### src/rtl/imem_loader_pkg.sv
// Shared types and constants for the instruction-memory loader.
package imem_loader_pkg;

  localparam int WORD_BYTES = 4;
  localparam int LEN_W      = 16;

  typedef enum logic [2:0] {
    ST_IDLE,
    ST_LEN0,
    ST_LEN1,
    ST_DATA,
    ST_CHECK,
    ST_DONE,
    ST_ERR
  } state_t;

endpackage

### src/rtl/imem_loader_if.sv
// Byte-stream input and word-write output of the instruction-memory loader.
interface imem_loader_if #(
  parameter int ADDR_W = 64
);

  logic              rx_valid;
  logic [7:0]        rx_data;
  logic              rx_ready;
  logic              mem_we;
  logic [ADDR_W-1:0] mem_addr;
  logic [31:0]       mem_wdata;

  modport master (
    output rx_valid, rx_data,
    input  rx_ready, mem_we, mem_addr, mem_wdata
  );

  modport slave (
    input  rx_valid, rx_data,
    output rx_ready, mem_we, mem_addr, mem_wdata
  );

endinterface

### src/rtl/imem_word_packer.sv
// Lane counter plus byte-to-word assembly; emits a registered one-cycle
// pulse carrying each completed little-endian word.
module imem_word_packer
  import imem_loader_pkg::*;
(
  input  logic                    clk,
  input  logic                    reset,
  input  logic                    clear,
  input  logic                    byte_fire,
  input  logic [7:0]              byte_data,
  output logic                    last_lane,
  output logic                    word_valid,
  output logic [WORD_BYTES*8-1:0] word_data
);

  logic [1:0]  lane;
  logic [23:0] partial;

  assign last_lane = (lane == 2'd3);

  // NOTE: non-blocking assignments so every register samples pre-edge values.
  always_ff @(posedge clk or negedge reset) begin
    if (!reset) begin
      lane       <= '0;
      partial    <= '0;
      word_valid <= 1'b0;
      word_data  <= '0;
    end else begin
      word_valid <= 1'b0;
      if (clear) begin
        lane    <= '0;
        partial <= '0;
      end else if (byte_fire) begin
        lane <= lane + 2'd1;
        case (lane)
          2'd0:    partial[7:0]   <= byte_data;
          2'd1:    partial[15:8]  <= byte_data;
          2'd2:    partial[23:16] <= byte_data;
          default: begin
            word_valid <= 1'b1;
            word_data  <= {byte_data, partial};
          end
        endcase
      end
    end
  end

endmodule

### src/rtl/imem_loader.sv
// Loads a length-prefixed byte stream into instruction memory, holding the core
// in reset until done. Optional trailing XOR checksum: IMEM_LOADER_CHECKSUM_EN.
module imem_loader
  import imem_loader_pkg::*;
#(
  parameter int DEPTH_BYTES = 80,
  parameter int ADDR_W      = 64
) (
  input  logic          clk,
  input  logic          reset,
  input  logic          start,
  imem_loader_if.slave  bus,
  output logic          core_hold,
  output logic          done,
  output logic          err
);

  localparam int MAX_WORDS = DEPTH_BYTES / WORD_BYTES;

`ifdef IMEM_LOADER_CHECKSUM_EN
  localparam state_t ST_FINAL = ST_CHECK;
  logic [7:0] csum;
`else
  localparam state_t ST_FINAL = ST_DONE;
`endif

  state_t           state, state_nxt;
  logic [LEN_W-1:0] len_q;
  logic [LEN_W-1:0] word_idx;
  logic [LEN_W-1:0] len_full;
  logic             fire, start_ok, data_fire, last_lane, word_valid;
  logic [31:0]      word_data;

  assign fire      = bus.rx_valid && bus.rx_ready;
  assign start_ok  = start && (state inside {ST_IDLE, ST_DONE, ST_ERR});
  assign data_fire = fire && (state == ST_DATA);
  assign len_full  = {bus.rx_data, len_q[7:0]};

  imem_word_packer u_packer (
    .clk       (clk),
    .reset     (reset),
    .clear     (start_ok),
    .byte_fire (data_fire),
    .byte_data (bus.rx_data),
    .last_lane (last_lane),
    .word_valid(word_valid),
    .word_data (word_data)
  );

  // NOTE: next state gets a default first so no path through the case infers a latch.
  always_comb begin
    state_nxt = state;
    unique case (state)
      ST_IDLE, ST_DONE, ST_ERR: if (start) state_nxt = ST_LEN0;
      ST_LEN0: if (fire) state_nxt = ST_LEN1;
      ST_LEN1: if (fire) begin
        if ({16'd0, len_full} > 32'(MAX_WORDS)) state_nxt = ST_ERR;
        else if (len_full == '0)                state_nxt = ST_FINAL;
        else                                    state_nxt = ST_DATA;
      end
      // word_idx still names the word being filled: it advances on the write pulse.
      ST_DATA: if (fire && last_lane && (word_idx == len_q - LEN_W'(1))) state_nxt = ST_FINAL;
`ifdef IMEM_LOADER_CHECKSUM_EN
      ST_CHECK: if (fire) state_nxt = (bus.rx_data == csum) ? ST_DONE : ST_ERR;
`endif
      default: state_nxt = ST_IDLE;
    endcase
  end

  always_ff @(posedge clk or negedge reset) begin
    if (!reset) begin
      state    <= ST_IDLE;
      len_q    <= '0;
      word_idx <= '0;
    end else begin
      state <= state_nxt;
      if (fire && state == ST_LEN0) len_q[7:0]  <= bus.rx_data;
      if (fire && state == ST_LEN1) len_q[15:8] <= bus.rx_data;
      if (start_ok)        word_idx <= '0;
      else if (word_valid) word_idx <= word_idx + LEN_W'(1);
    end
  end

`ifdef IMEM_LOADER_CHECKSUM_EN
  always_ff @(posedge clk or negedge reset) begin
    if (!reset)         csum <= '0;
    else if (start_ok)  csum <= '0;
    else if (data_fire) csum <= csum ^ bus.rx_data;
  end
`endif

  assign bus.rx_ready  = state inside {ST_LEN0, ST_LEN1, ST_DATA, ST_CHECK};
  assign bus.mem_we    = word_valid;
  assign bus.mem_wdata = word_data;
  assign bus.mem_addr  = ADDR_W'({word_idx, 2'b00});
  assign done          = (state == ST_DONE);
  assign err           = (state == ST_ERR);
  assign core_hold     = (state != ST_DONE);

endmodule
### src/flat_wrapper.sv
// flat-port wrapper written by rule: the top's interface ports become plain ports
module imem_loader_flat import imem_loader_pkg::*;
#(
  parameter int DEPTH_BYTES = 80,
  parameter int ADDR_W      = 64
)
  (clk, reset, start, core_hold, done, err, bus_rx_valid, bus_rx_data, bus_rx_ready, bus_mem_we, bus_mem_addr, bus_mem_wdata);
  imem_loader_if #(.ADDR_W(ADDR_W)) bus_i ();
  input  logic clk;
  input  logic reset;
  input  logic start;
  output logic core_hold;
  output logic done;
  output logic err;
  input wire logic [$bits(bus_i.rx_valid)-1:0] bus_rx_valid;
  input wire logic [$bits(bus_i.rx_data)-1:0] bus_rx_data;
  output wire logic [$bits(bus_i.rx_ready)-1:0] bus_rx_ready;
  output wire logic [$bits(bus_i.mem_we)-1:0] bus_mem_we;
  output wire logic [$bits(bus_i.mem_addr)-1:0] bus_mem_addr;
  output wire logic [$bits(bus_i.mem_wdata)-1:0] bus_mem_wdata;
  assign bus_i.rx_valid = bus_rx_valid;
  assign bus_i.rx_data = bus_rx_data;
  assign bus_rx_ready = bus_i.rx_ready;
  assign bus_mem_we = bus_i.mem_we;
  assign bus_mem_addr = bus_i.mem_addr;
  assign bus_mem_wdata = bus_i.mem_wdata;
  imem_loader #(.DEPTH_BYTES(DEPTH_BYTES), .ADDR_W(ADDR_W)) u_core (.clk(clk), .reset(reset), .start(start), .bus(bus_i), .core_hold(core_hold), .done(done), .err(err));
endmodule
### config.mk
export PLATFORM = sky130hd
export DESIGN_NAME = imem_loader_flat
export DESIGN_NICKNAME = d
export VERILOG_FILES = /design/src/rtl/imem_loader_pkg.sv /design/src/rtl/imem_loader_if.sv /design/src/rtl/imem_word_packer.sv /design/src/rtl/imem_loader.sv /design/src/flat_wrapper.sv
export SDC_FILE = /design/constraint.sdc
export NUM_CORES = 1
export LEC_CHECK = 0
export ABC_AREA = 1
export CAP_MARGIN = 20
export CORE_AREA = 4 4 102 104
export CTS_BUF_LIST = sky130_fd_sc_hd__clkbuf_2 sky130_fd_sc_hd__clkbuf_4 sky130_fd_sc_hd__clkbuf_8
export DETAILED_ROUTE_END_ITERATION = 8
export DIE_AREA = 0 0 106 108
export HOLD_SLACK_MARGIN = 0.12
export PLACE_DENSITY = 0.93
export SLEW_MARGIN = 20
export SYNTH_ARGS = -nofsm -noshare
export SYNTH_HDL_FRONTEND = slang
export SYNTH_HIERARCHICAL = 1
export SYNTH_SLANG_ARGS = --single-unit
### constraint.sdc
create_clock -name clk -period 5.4 [get_ports clk]
set_input_delay 0.54 -clock clk [delete_from_list [all_inputs] [get_ports clk]]
set_output_delay 0.54 -clock clk [all_outputs]
set_load 0.1 [all_outputs]
==> results.py, run 1 <==
metrics = {
    "sta": {
        "rsz_0062_raised_after_global_routing": "no",
        "max-slew-margin-rel_pct": 33.35,
        "finClkSkew_ps": 11.70,
        "setup_tns_ps": 0,
        "final_min_period_over_clock_period_pct": 60.66,
        "fin_crit_ps": 3276,
        "max_freq_mhz": 305.3,
        "timing.final.max_slew_violations": 0,
        "finish_stage_setup_viols": 0,
        "final-hold-violation-count": 0,
        "worst-slew-pin-transition_ps": 996.6,
    },
    "placement": {
        "dp_cells": 861,
        "detailedPlacementHpwl_mm": 8.740,
        "final_weighted_congestion_in_routability_driven_placement": 0.8309,
        "placement.io_buffers": 64,
    },
    "clocking": {
        "cts_tree": "yes",
        "cts_made_buffers": 9,
        "clk_pin_slew_worst_paths_ps": 100,
        "cts_buffer_depth": 2,
        "cts_root_buf": "sky130_fd_sc_hd__clkbuf_8",
        "clock_latency_late_sink_ps": 370,
        "cts_num_sinks": 94,
        "cts_htree_levels": 3,
    },
    "job": {
        "number_of_maximum_capacitance_constraint_violations": 0,
    },
    "synthesis": {
        "synthesis.area_per_instance_um2": 7.758,
        "synth.most_common_cell": "sky130_fd_sc_hd__nand2_1",
        "synth_warnings": 6,
        "seq_area_frac_synth_pct": 44.39,
        "synthTopCellsByArea": "sky130_fd_sc_hd__dfrtp_1, sky130_fd_sc_hd__nand2_1, sky130_fd_sc_hd__buf_4",
        "synth_cell_type_count": 34,
        "synth_xor_area_share_pct": 1.983,
        "synth_top_flop_cell": "sky130_fd_sc_hd__dfrtp_1",
        "register_bit_total_from_synthesis": 94,
        "dominant_combinational_cell_family_by_area_after_synthesis": "simple AND/OR/NAND/NOR gates",
        "synth_top_area_share_pct": 44.39,
        "yosys-mux-area-fraction_pct": 0,
        "synth_edf_count": 0,
        "area_fraction_in_compound_gates_after_synthesis_pct": 4.699,
        "async_reset_ff_share_pct": 100.0,
        "mappedNetlistArea_um2": 5299,
        "post_synth_most_frequent_cells": "sky130_fd_sc_hd__nand2_1, sky130_fd_sc_hd__dfrtp_1, sky130_fd_sc_hd__inv_1, sky130_fd_sc_hd__buf_4, sky130_fd_sc_hd__nor2_1",
        "netlist.top_cell.by_area": "sky130_fd_sc_hd__dfrtp_1",
        "yosys.area_share.adder_pct": 1.889,
        "postSynthCellCount": 683,
        "synth_simple_gate_area_share_pct": 33.08,
    },
    "global_routing": {
        "globalRoute.totalOverflow": 0,
        "grt_max_degree": 70,
        "grtUsageTotal_pct": 21.28,
        "grt_pass1_wl_mm": 19.67,
        "via_count_of_the_first_global_routing_pass": 4188,
        "initial_antenna_violation_count": 0,
    },
    "power_and_ir_drop": {
        "power.ir.vdd_worst_uv": 220.0,
        "power_density_nw_per_um2": 404.0,
        "p_leak_nw": 3.152,
        "total_power_mw": 2.441,
    },
    "setup_path": {
        "req_time_crit_path_ps": 5650,
        "critical_path.max_fanout": 60,
        "worst-endpoint-arrival_ps": 3530,
        "setup.worst_path.end_class": "register",
        "startpoint_type": "register",
        "criticalPathCategory": "reg -> reg",
    },
    "status": {
        "outcome": "finished, final reports clean",
    },
    "route": {
        "detail_route.wirelength_mm": 11.98,
        "route.detailed.vias_per_inst": 5.174,
        "via_count": 4543,
        "initialDrtViolationCount": 293,
        "detail_route.drc_violations": 0,
        "residual_antenna_violating_net_count_after_detailed_routing": 0,
        "wl_per_cell_um": 13.64,
        "drt-pass1-iter-count": 5,
    },
    "floorplanning": {
        "placementRows": 36,
        "die_width_um": 106,
        "dieArea_um2": 11450,
        "core-area_um2": 9549,
        "floorplan.io_pins": 113,
        "die_h_um": 108,
        "start_util_pct": 55.49,
    },
    "final_layout": {
        "finalCoreUtilization_pct": 63.29,
        "num_antenna_cells": 0,
        "layout.cells.non_filler": 878,
        "area_growth_pct": 14.05,
        "num-nets-final": 760,
        "share_of_post_route_cells_with_drive_strength_above_1_pct": 6.980,
    },
    "min_path": {
        "worstHoldPathType": "reg -> reg",
    },
}
## cells by family after synthesis
group | count (synthesis)
xor+xnor | 12
other cells | 1
fa+ha+maj | 8
buf+inv | 137
flops | 94
compound gates | 44
simple gates | 387
## placed cells by master (no fill, tap or decap), types with 3 or more instances in the layout
master,instances
sky130_fd_sc_hd__nand3_1,44
sky130_fd_sc_hd__xor2_1,9
sky130_fd_sc_hd__nor4_1,4
sky130_fd_sc_hd__buf_4,3
sky130_fd_sc_hd__nand3b_1,6
sky130_fd_sc_hd__nor2_4,3
sky130_fd_sc_hd__nor2_1,47
sky130_fd_sc_hd__clkdlybuf4s50_1,63
sky130_fd_sc_hd__ha_1,7
sky130_fd_sc_hd__nor2_2,7
sky130_fd_sc_hd__nand3_2,4
sky130_fd_sc_hd__conb_1,48
sky130_fd_sc_hd__clkbuf_8,9
sky130_fd_sc_hd__dfrtp_1,94
sky130_fd_sc_hd__nand4_1,38
sky130_fd_sc_hd__nor3_1,6
sky130_fd_sc_hd__inv_1,62
sky130_fd_sc_hd__nand2_2,8
sky130_fd_sc_hd__nand2_1,215
sky130_fd_sc_hd__a21oi_1,7
sky130_fd_sc_hd__o21ai_0,30
sky130_fd_sc_hd__inv_2,4
sky130_fd_sc_hd__xnor2_1,3
sky130_fd_sc_hd__inv_8,3
## per-stage QoR
| stage | hold slack [ps] | cell area (um^2) | setup WS [ps] |
|---|---|---|---|
| after floorplan | 244.4 | 5475 | 2821 |
| after global placement | 456.7 | 5823 | 2050 |
| after detailed placement | 457.7 | 5823 | 1905 |
| after CTS | 488.1 | 6041 | 2135 |
| after global routing | 505.7 | 6043 | 1789 |
| final | 482.3 | 6043 | 2124 |
## final cells by class
type	instances	area, um^2
inverter	69	261.5
tap	133	166.4
fill	823	3506
clock buffer	9	123.9
multi-input combinational	499	2392
clock inverter	7	83.83
timing repair buffer	67	663.1
sequential	94	2352
## final timing paths
check	start	endpoint	slack, ps	cells after the start
setup / recovery	u_core/state[0]	u_core/u_packer/word_data[22]	2120	10
hold / removal	u_core/u_packer/word_data[21]	u_core/u_packer/word_data[21]	480	2
setup reg to reg	u_core/state[0]	u_core/u_packer/word_data[22]	2120	10
hold reg to reg	u_core/u_packer/word_data[21]	u_core/u_packer/word_data[21]	480	2
max in group asynchronous	reset	u_core/word_idx[15]	3640	3
min in group asynchronous	reset	u_core/u_packer/word_data[13]	600	2
## registers in the layout, indices dropped and copies added (netlist names)
name                        count
u_core/len_q                   16
u_core/u_packer/partial        24
u_core/word_idx                16
u_core/u_packer/word_valid      1
u_core/u_packer/word_data      32
u_core/u_packer/lane            2
u_core/state                    3
## worst max-delay path, stage by stage (launching register included)
cell and delay (ps):
sky130_fd_sc_hd__dfrtp_1 450, sky130_fd_sc_hd__inv_1 70, sky130_fd_sc_hd__nor2_1 50, sky130_fd_sc_hd__nand2_1 120
sky130_fd_sc_hd__nand3_1 140, sky130_fd_sc_hd__nand2_2 210, sky130_fd_sc_hd__clkinv_1 500, sky130_fd_sc_hd__inv_4 620
sky130_fd_sc_hd__nand3_2 650, sky130_fd_sc_hd__nand2_1 250, sky130_fd_sc_hd__nand2_1 80
## routing by layer
layer | vias to the layer above | GRT usage (%) | part of all wire (%) | wire length, um
li1 | 2211 | - | - | -
met1 | 2163 | 28.60 | 42 | 5071
met2 | 146 | 35.34 | 50 | 5958
met3 | 23 | 4.000 | 5.8 | 698
met4 | 0 | 6.568 | 2.1 | 247
met5 | - | 0 | 0 | 0
## power breakdown
part           leakage [nW]  internal [mW]  switching [mW]
clock network         0.105          0.187           0.287
logic                  1.76          0.271           0.771
registers              1.28          0.805           0.120
## timing repair
| action | 4_1_cts | 5_1_grt |
|---|---|---|
| endpoints found under the setup margin | 0 | 0 |
| buffers inserted | 0 | 0 |
| endpoints found under the hold margin | 25 | 0 |
| hold buffers | 1 | 0 |
| resized for setup | 0 | 0 |
(Power assumes the default switching activity.)
==> run 2, diff against run 1 <==
--- a/config.mk
+++ b/config.mk
@@ -7,12 +7,12 @@
 export LEC_CHECK = 0
 export ABC_AREA = 1
 export CAP_MARGIN = 20
-export CORE_AREA = 4 4 102 104
+export CORE_AREA = 4 4 111 113
 export CTS_BUF_LIST = sky130_fd_sc_hd__clkbuf_2 sky130_fd_sc_hd__clkbuf_4 sky130_fd_sc_hd__clkbuf_8
 export DETAILED_ROUTE_END_ITERATION = 8
-export DIE_AREA = 0 0 106 108
+export DIE_AREA = 0 0 115 117
 export HOLD_SLACK_MARGIN = 0.12
-export PLACE_DENSITY = 0.93
+export PLACE_DENSITY = 0.84
 export SLEW_MARGIN = 20
 export SYNTH_ARGS = -nofsm -noshare
 export SYNTH_HDL_FRONTEND = slang
==> constraint.sdc (replaced) <==
create_clock -name clk -period 2.9 [get_ports clk]
set_input_delay 0.29 -clock clk [delete_from_list [all_inputs] [get_ports clk]]
set_output_delay 0.29 -clock clk [all_outputs]
set_load 0.1 [all_outputs]
==> results.py, run 2 (synthesis results as in run 1) <==
metrics = {
    "sta": {
        "setup_slack_ps": 520.4,
        "worst-slew-pin-transition_ps": 626.1,
        "finish_stage_setup_viols": 0,
        "max-slew-margin-rel_pct": 58.21,
        "final-hold-violation-count": 0,
        "max_freq_mhz": 420.2,
        "final_min_period_over_clock_period_pct": 82.05,
        "timing.final.max_slew_violations": 0,
        "finClkSkew_ps": 14.18,
        "rsz_0062_raised_after_global_routing": "no",
        "setup_tns_ps": 0,
        "fin_crit_ps": 2380,
    },
    "placement": {
        "detailedPlacementHpwl_mm": 8.724,
        "placement.setup.worst_slack_ps": 508.5,
        "final_weighted_congestion_in_routability_driven_placement": 0.8739,
        "placement.io_buffers": 64,
    },
    "route": {
        "detail_route.wirelength_mm": 11.79,
        "via_count": 4373,
        "residual_antenna_violating_net_count_after_detailed_routing": 0,
        "drt-pass1-iter-count": 5,
        "initialDrtViolationCount": 301,
        "wl_per_cell_um": 13.23,
        "detail_route.drc_violations": 0,
        "route.detailed.vias_per_inst": 4.908,
    },
    "floorplanning": {
        "core-area_um2": 11320,
        "die_width_um": 115,
        "start_util_pct": 46.81,
        "placementRows": 39,
        "floorplan.io_pins": 113,
        "die_h_um": 117,
        "dieArea_um2": 13460,
    },
    "global_routing": {
        "grtUsageTotal_pct": 17.50,
        "grt_max_degree": 95,
        "globalRoute.totalOverflow": 0,
        "initial_antenna_violation_count": 0,
        "via_count_of_the_first_global_routing_pass": 3853,
        "grt_pass1_wl_mm": 18.90,
    },
    "power_and_ir_drop": {
        "total_power_mw": 4.464,
        "power.ir.vdd_worst_uv": 390.8,
        "power_density_nw_per_um2": 751.5,
        "p_leak_nw": 3.262,
    },
    "setup_path": {
        "timing.critical_path.mode_cell": "sky130_fd_sc_hd__nand2_1",
        "cpPeakStageDelay_ps": 540,
        "worst-endpoint-arrival_ps": 2630,
        "reg2reg_from": "u_core/state[0]",
        "cp_cell_sequence": "inv_1, nor2_1, nand2_1, nand3_1, nand2_2, clkinv_1, inv_4, nand3_2, nand2_1, nand2_1",
        "worstSetupStartpoint": "u_core/state[0]",
        "setup.worst_path.end_class": "register",
        "critical_path.max_fanout": 33,
        "criticalPathCategory": "reg -> reg",
        "startpoint_type": "register",
        "critical_path.slowest_cell": "sky130_fd_sc_hd__nand3_2",
        "req_time_crit_path_ps": 3150,
    },
    "clocking": {
        "ctsResizeCount": 0,
        "cts_htree_levels": 3,
        "holdBufCountCts": 1,
        "post-cts-setup-buffers": 0,
        "cts_tree": "yes",
        "clock_latency_late_sink_ps": 370,
        "clk_pin_slew_worst_paths_ps": 100,
        "cts_num_sinks": 94,
        "cts_buffer_depth": 2,
        "cts_root_buf": "sky130_fd_sc_hd__clkbuf_8",
        "cts_made_buffers": 9,
    },
    "final_layout": {
        "area_growth_pct": 12.11,
        "num_antenna_cells": 0,
        "final_common_cell": "sky130_fd_sc_hd__nand2_1",
        "share_of_post_route_cells_with_drive_strength_above_1_pct": 14.30,
        "largest_register_ff_count": 32,
        "registers.top_by_ff_count": "u_core/u_packer/word_data",
        "layout.cells.most_common_list": "sky130_fd_sc_hd__nand2_1, sky130_fd_sc_hd__dfrtp_1, sky130_fd_sc_hd__inv_1",
        "largest_registers": "u_core/u_packer/word_data: 32 flops, u_core/u_packer/partial: 24 flops",
        "num-nets-final": 763,
    },
    "min_path": {
        "worstHoldPathType": "reg -> reg",
        "min_from": "u_core/u_packer/word_data[15]",
    },
    "job": {
        "number_of_maximum_capacitance_constraint_violations": 0,
    },
    "status": {
        "outcome": "finished, final reports clean",
    },
}
run 2: changes by cell type in the layout (fill, tap and decap cells not counted):
cell,previous run,this run
sky130_fd_sc_hd__ha_1,7,8
sky130_fd_sc_hd__buf_4,3,57
sky130_fd_sc_hd__clkinv_8,2,0
sky130_fd_sc_hd__clkinvlp_4,0,3
sky130_fd_sc_hd__inv_8,3,1
sky130_fd_sc_hd__clkinv_2,0,1
sky130_fd_sc_hd__ha_2,1,0
sky130_fd_sc_hd__buf_12,0,2
sky130_fd_sc_hd__clkdlybuf4s50_1,63,10
run 2: power by group:
part | internal [mW] | leakage [nW] | switching (mW)
Clock | 0.320 | 0.0838 | 0.479
Combinational | 0.517 | 1.89 | 1.42
Sequential | 1.50 | 1.28 | 0.226
Total | 2.34 | 3.26 | 2.13
run 2: routing by layer:
metal	global-route usage [%]	up-vias	part of all wire [%]
met5	0	-	0
met3	3.239	13	6.2
met2	28.51	124	48
li1	-	2214	-
met1	24.22	2022	45
met4	4.617	0	0.87
run 2: worst max-delay path, delay by kind of cell (launching register included):
family	cells	cell delay (ps)
buffers and inverters	3	490
DFF	1	430
and+or+nand+nor	7	1350
run 2: final timing paths:
path / end / cells after the start / slack, ps
setup / recovery: u_core/u_packer/word_data[4] / 10 / 520
hold / removal: u_core/u_packer/word_data[15] / 2 / 490
setup reg to reg: u_core/u_packer/word_data[4] / 10 / 520
hold reg to reg: u_core/u_packer/word_data[15] / 2 / 490
max in group asynchronous: u_core/len_q[5] / 3 / 2010
min in group asynchronous: u_core/u_packer/word_data[10] / 3 / 500
run 2: cell type report:
cell class                 instances  area [um^2]
clock buffer                       9        123.9
clock inverter                     7        56.30
fill                            1115         5380
inverter                          69        261.5
multi-input combinational        499         2390
sequential                        94         2352
tap                              143        178.9
timing repair buffer              70        578.1
run 2: metrics by stage:
step,utilization (%),hold slack (ps),cell area [um^2],std cells
2_1_floorplan,-,-5.591,5475,730
3_3_place_gp,50.80,376.4,5751,874
3_5_place_dp,50.80,376.9,5751,874
4_1_cts,52.48,488.4,5941,891
5_1_grt,52.48,509.5,5941,891
6_report,52.48,485.7,5941,891
==> run 3, diff against run 2 <==
--- a/config.mk
+++ b/config.mk
@@ -7,12 +7,12 @@
 export LEC_CHECK = 0
 export ABC_AREA = 1
 export CAP_MARGIN = 20
-export CORE_AREA = 4 4 111 113
+export CORE_AREA = 4 4 105 107
 export CTS_BUF_LIST = sky130_fd_sc_hd__clkbuf_2 sky130_fd_sc_hd__clkbuf_4 sky130_fd_sc_hd__clkbuf_8
 export DETAILED_ROUTE_END_ITERATION = 8
-export DIE_AREA = 0 0 115 117
+export DIE_AREA = 0 0 109 111
 export HOLD_SLACK_MARGIN = 0.12
-export PLACE_DENSITY = 0.84
+export PLACE_DENSITY = 0.89
 export SLEW_MARGIN = 20
 export SYNTH_ARGS = -nofsm -noshare
 export SYNTH_HDL_FRONTEND = slang
==> constraint.sdc (replaced) <==
create_clock -name clk -period 2.4 [get_ports clk]
set_input_delay 0.24 -clock clk [delete_from_list [all_inputs] [get_ports clk]]
set_output_delay 0.24 -clock clk [all_outputs]
set_load 0.1 [all_outputs]
==> results.py, run 3 (synthesis results as in run 1) <==
metrics = {
    "setup_path": {
        "reg2reg_from": "u_core/len_q[0]",
        "critical_path.max_fanout": 5,
        "timing.rr.end": "u_core/state[0]",
        "rr_worst_depth": 13,
        "ff2ff_setup_slack_ps": 390,
        "setup.worst_path.end_class": "register",
        "worst-endpoint-arrival_ps": 2280,
        "startpoint_type": "register",
        "req_time_crit_path_ps": 2660,
        "criticalPathCategory": "reg -> reg",
    },
    "route": {
        "residual_antenna_violating_net_count_after_detailed_routing": 0,
        "via_count": 4484,
        "drt-pass1-iter-count": 7,
        "route.detailed.vias_per_inst": 5.044,
        "detail_route.wirelength_mm": 12.10,
        "initialDrtViolationCount": 348,
        "detail_route.drc_violations": 0,
        "wl_per_cell_um": 13.61,
    },
    "sta": {
        "fin_crit_ps": 2014,
        "final_min_period_over_clock_period_pct": 83.93,
        "max-slew-margin-rel_pct": 56.35,
        "worst-slew-pin-transition_ps": 654.8,
        "finClkSkew_ps": 10.67,
        "setup_slack_ps": 385.8,
        "timing.final.max_slew_violations": 0,
        "final-hold-violation-count": 0,
        "finish_stage_setup_viols": 0,
        "rsz_0062_raised_after_global_routing": "no",
        "setup_tns_ps": 0,
        "max_freq_mhz": 496.5,
    },
    "global_routing": {
        "via_count_of_the_first_global_routing_pass": 4006,
        "grt_max_degree": 43,
        "grtUsageTotal_pct": 20.08,
        "grt_pass1_wl_mm": 19.58,
        "initial_antenna_violation_count": 0,
        "globalRoute.totalOverflow": 0,
    },
    "clocking": {
        "cts_root_buf": "sky130_fd_sc_hd__clkbuf_8",
        "clk_pin_slew_worst_paths_ps": 100,
        "cts_htree_levels": 3,
        "ctsResizeCount": 0,
        "cts_tree": "yes",
        "cts_made_buffers": 9,
        "cts_num_sinks": 94,
        "cts_buffer_depth": 2,
        "clock_latency_late_sink_ps": 360,
    },
    "floorplanning": {
        "dieArea_um2": 12100,
        "die_width_um": 109,
        "core-area_um2": 10140,
        "start_util_pct": 52.26,
        "placementRows": 37,
        "die_h_um": 111,
        "floorplan.io_pins": 113,
    },
    "final_layout": {
        "num_antenna_cells": 0,
        "layout.area.seq_um2": 2355,
        "area_growth_pct": 12.70,
        "share_of_post_route_cells_with_drive_strength_above_1_pct": 15.27,
        "largest_register_ff_count": 32,
        "final.fill_count": 900,
        "registers.top_by_ff_count": "u_core/u_packer/word_data",
        "final_common_cell": "sky130_fd_sc_hd__nand2_1",
        "multi_input_area_um2": 2392,
        "num-nets-final": 768,
        "largest_registers": "u_core/u_packer/word_data: 32 flops, u_core/u_packer/partial: 24 flops",
        "layout.cells.most_common_list": "sky130_fd_sc_hd__nand2_1, sky130_fd_sc_hd__dfrtp_1, sky130_fd_sc_hd__buf_4",
    },
    "placement": {
        "placement.setup.worst_slack_ps": 400.7,
        "placement.io_buffers": 64,
        "final_weighted_congestion_in_routability_driven_placement": 0.8969,
        "detailedPlacementHpwl_mm": 8.962,
    },
    "min_path": {
        "worstHoldPathType": "in -> async",
    },
    "power_and_ir_drop": {
        "power_density_nw_per_um2": 917.6,
        "total_power_mw": 5.480,
        "p_leak_nw": 3.289,
        "power.ir.vdd_worst_uv": 430.1,
    },
    "status": {
        "outcome": "finished, final reports clean",
    },
    "job": {
        "number_of_maximum_capacitance_constraint_violations": 0,
    },
}
run 3: how the worst max path moves through the flow:
| stage | from | endpoint | slack, ps |
|---|---|---|---|
| after floorplan | u_core/word_idx[3] | u_core/word_idx[14] | 80 |
| after global placement | u_core/len_q[0] | u_core/state[0] | 460 |
| after detailed placement | u_core/state[1] | u_core/u_packer/word_data[3] | 400 |
| after CTS | u_core/state[1] | u_core/u_packer/word_data[3] | 380 |
| after global routing | u_core/len_q[0] | u_core/state[1] | 180 |
| final | u_core/len_q[0] | u_core/state[0] | 390 |
run 3: report_power, final:
| part | internal, mW | total [mW] | switching, mW |
|---|---|---|---|
| registers | 1.81 | 2.08 | 0.271 |
| logic | 0.640 | 2.39 | 1.75 |
| clock network | 0.404 | 1.01 | 0.609 |
| total | 2.86 | 5.48 | 2.62 |
run 3: final cells by class:
class / instances / share of cell area, %
clock buffers: 9 / 2.074
flip-flops and latches: 94 / 39.43
well taps: 136 / 2.849
inverters: 69 / 4.379
clock inverters: 7 / 1.110
multi-input cells: 499 / 40.06
repair buffers: 75 / 10.10
run 3: critical path, cell delays in order (launching register included):
cell	delay, ps
sky130_fd_sc_hd__dfrtp_1	420
sky130_fd_sc_hd__inv_1	140
sky130_fd_sc_hd__ha_1	300
sky130_fd_sc_hd__nand2_4	100
sky130_fd_sc_hd__nor2_4	150
sky130_fd_sc_hd__nand2_1	60
sky130_fd_sc_hd__nand2_1	60
sky130_fd_sc_hd__nand2_1	60
sky130_fd_sc_hd__nor2_2	120
sky130_fd_sc_hd__nand3_2	110
sky130_fd_sc_hd__o21bai_4	190
sky130_fd_sc_hd__nand2_2	80
sky130_fd_sc_hd__nand2_1	70
sky130_fd_sc_hd__nand2_1	50
run 3: metal layers:
layer / share of wire [%] / GRT usage [%]
met1: 44 / 28.40
met2: 48 / 31.74
met3: 6.8 / 3.844
met4: 1.0 / 4.882
met5: 0 / 0
run 3: repair_timing:
| action | CTS | global route |
|---|---|---|
| setup endpoints to repair | 0 | 0 |
| hold endpoints to repair | 39 | 0 |
| hold buffers | 1 | 0 |
| buffers inserted | 0 | 0 |
run 3: stage by stage:
step	area, um^2	std cells	utilization [%]	hold WS, ps
2_1_floorplan	5480	730	-	-55.59
3_3_place_gp	5772	872	56.93	253.9
3_5_place_dp	5772	872	56.93	250.4
4_1_cts	5972	889	58.90	389.1
5_1_grt	5972	889	58.90	449.7
6_report	5972	889	58.90	383.3
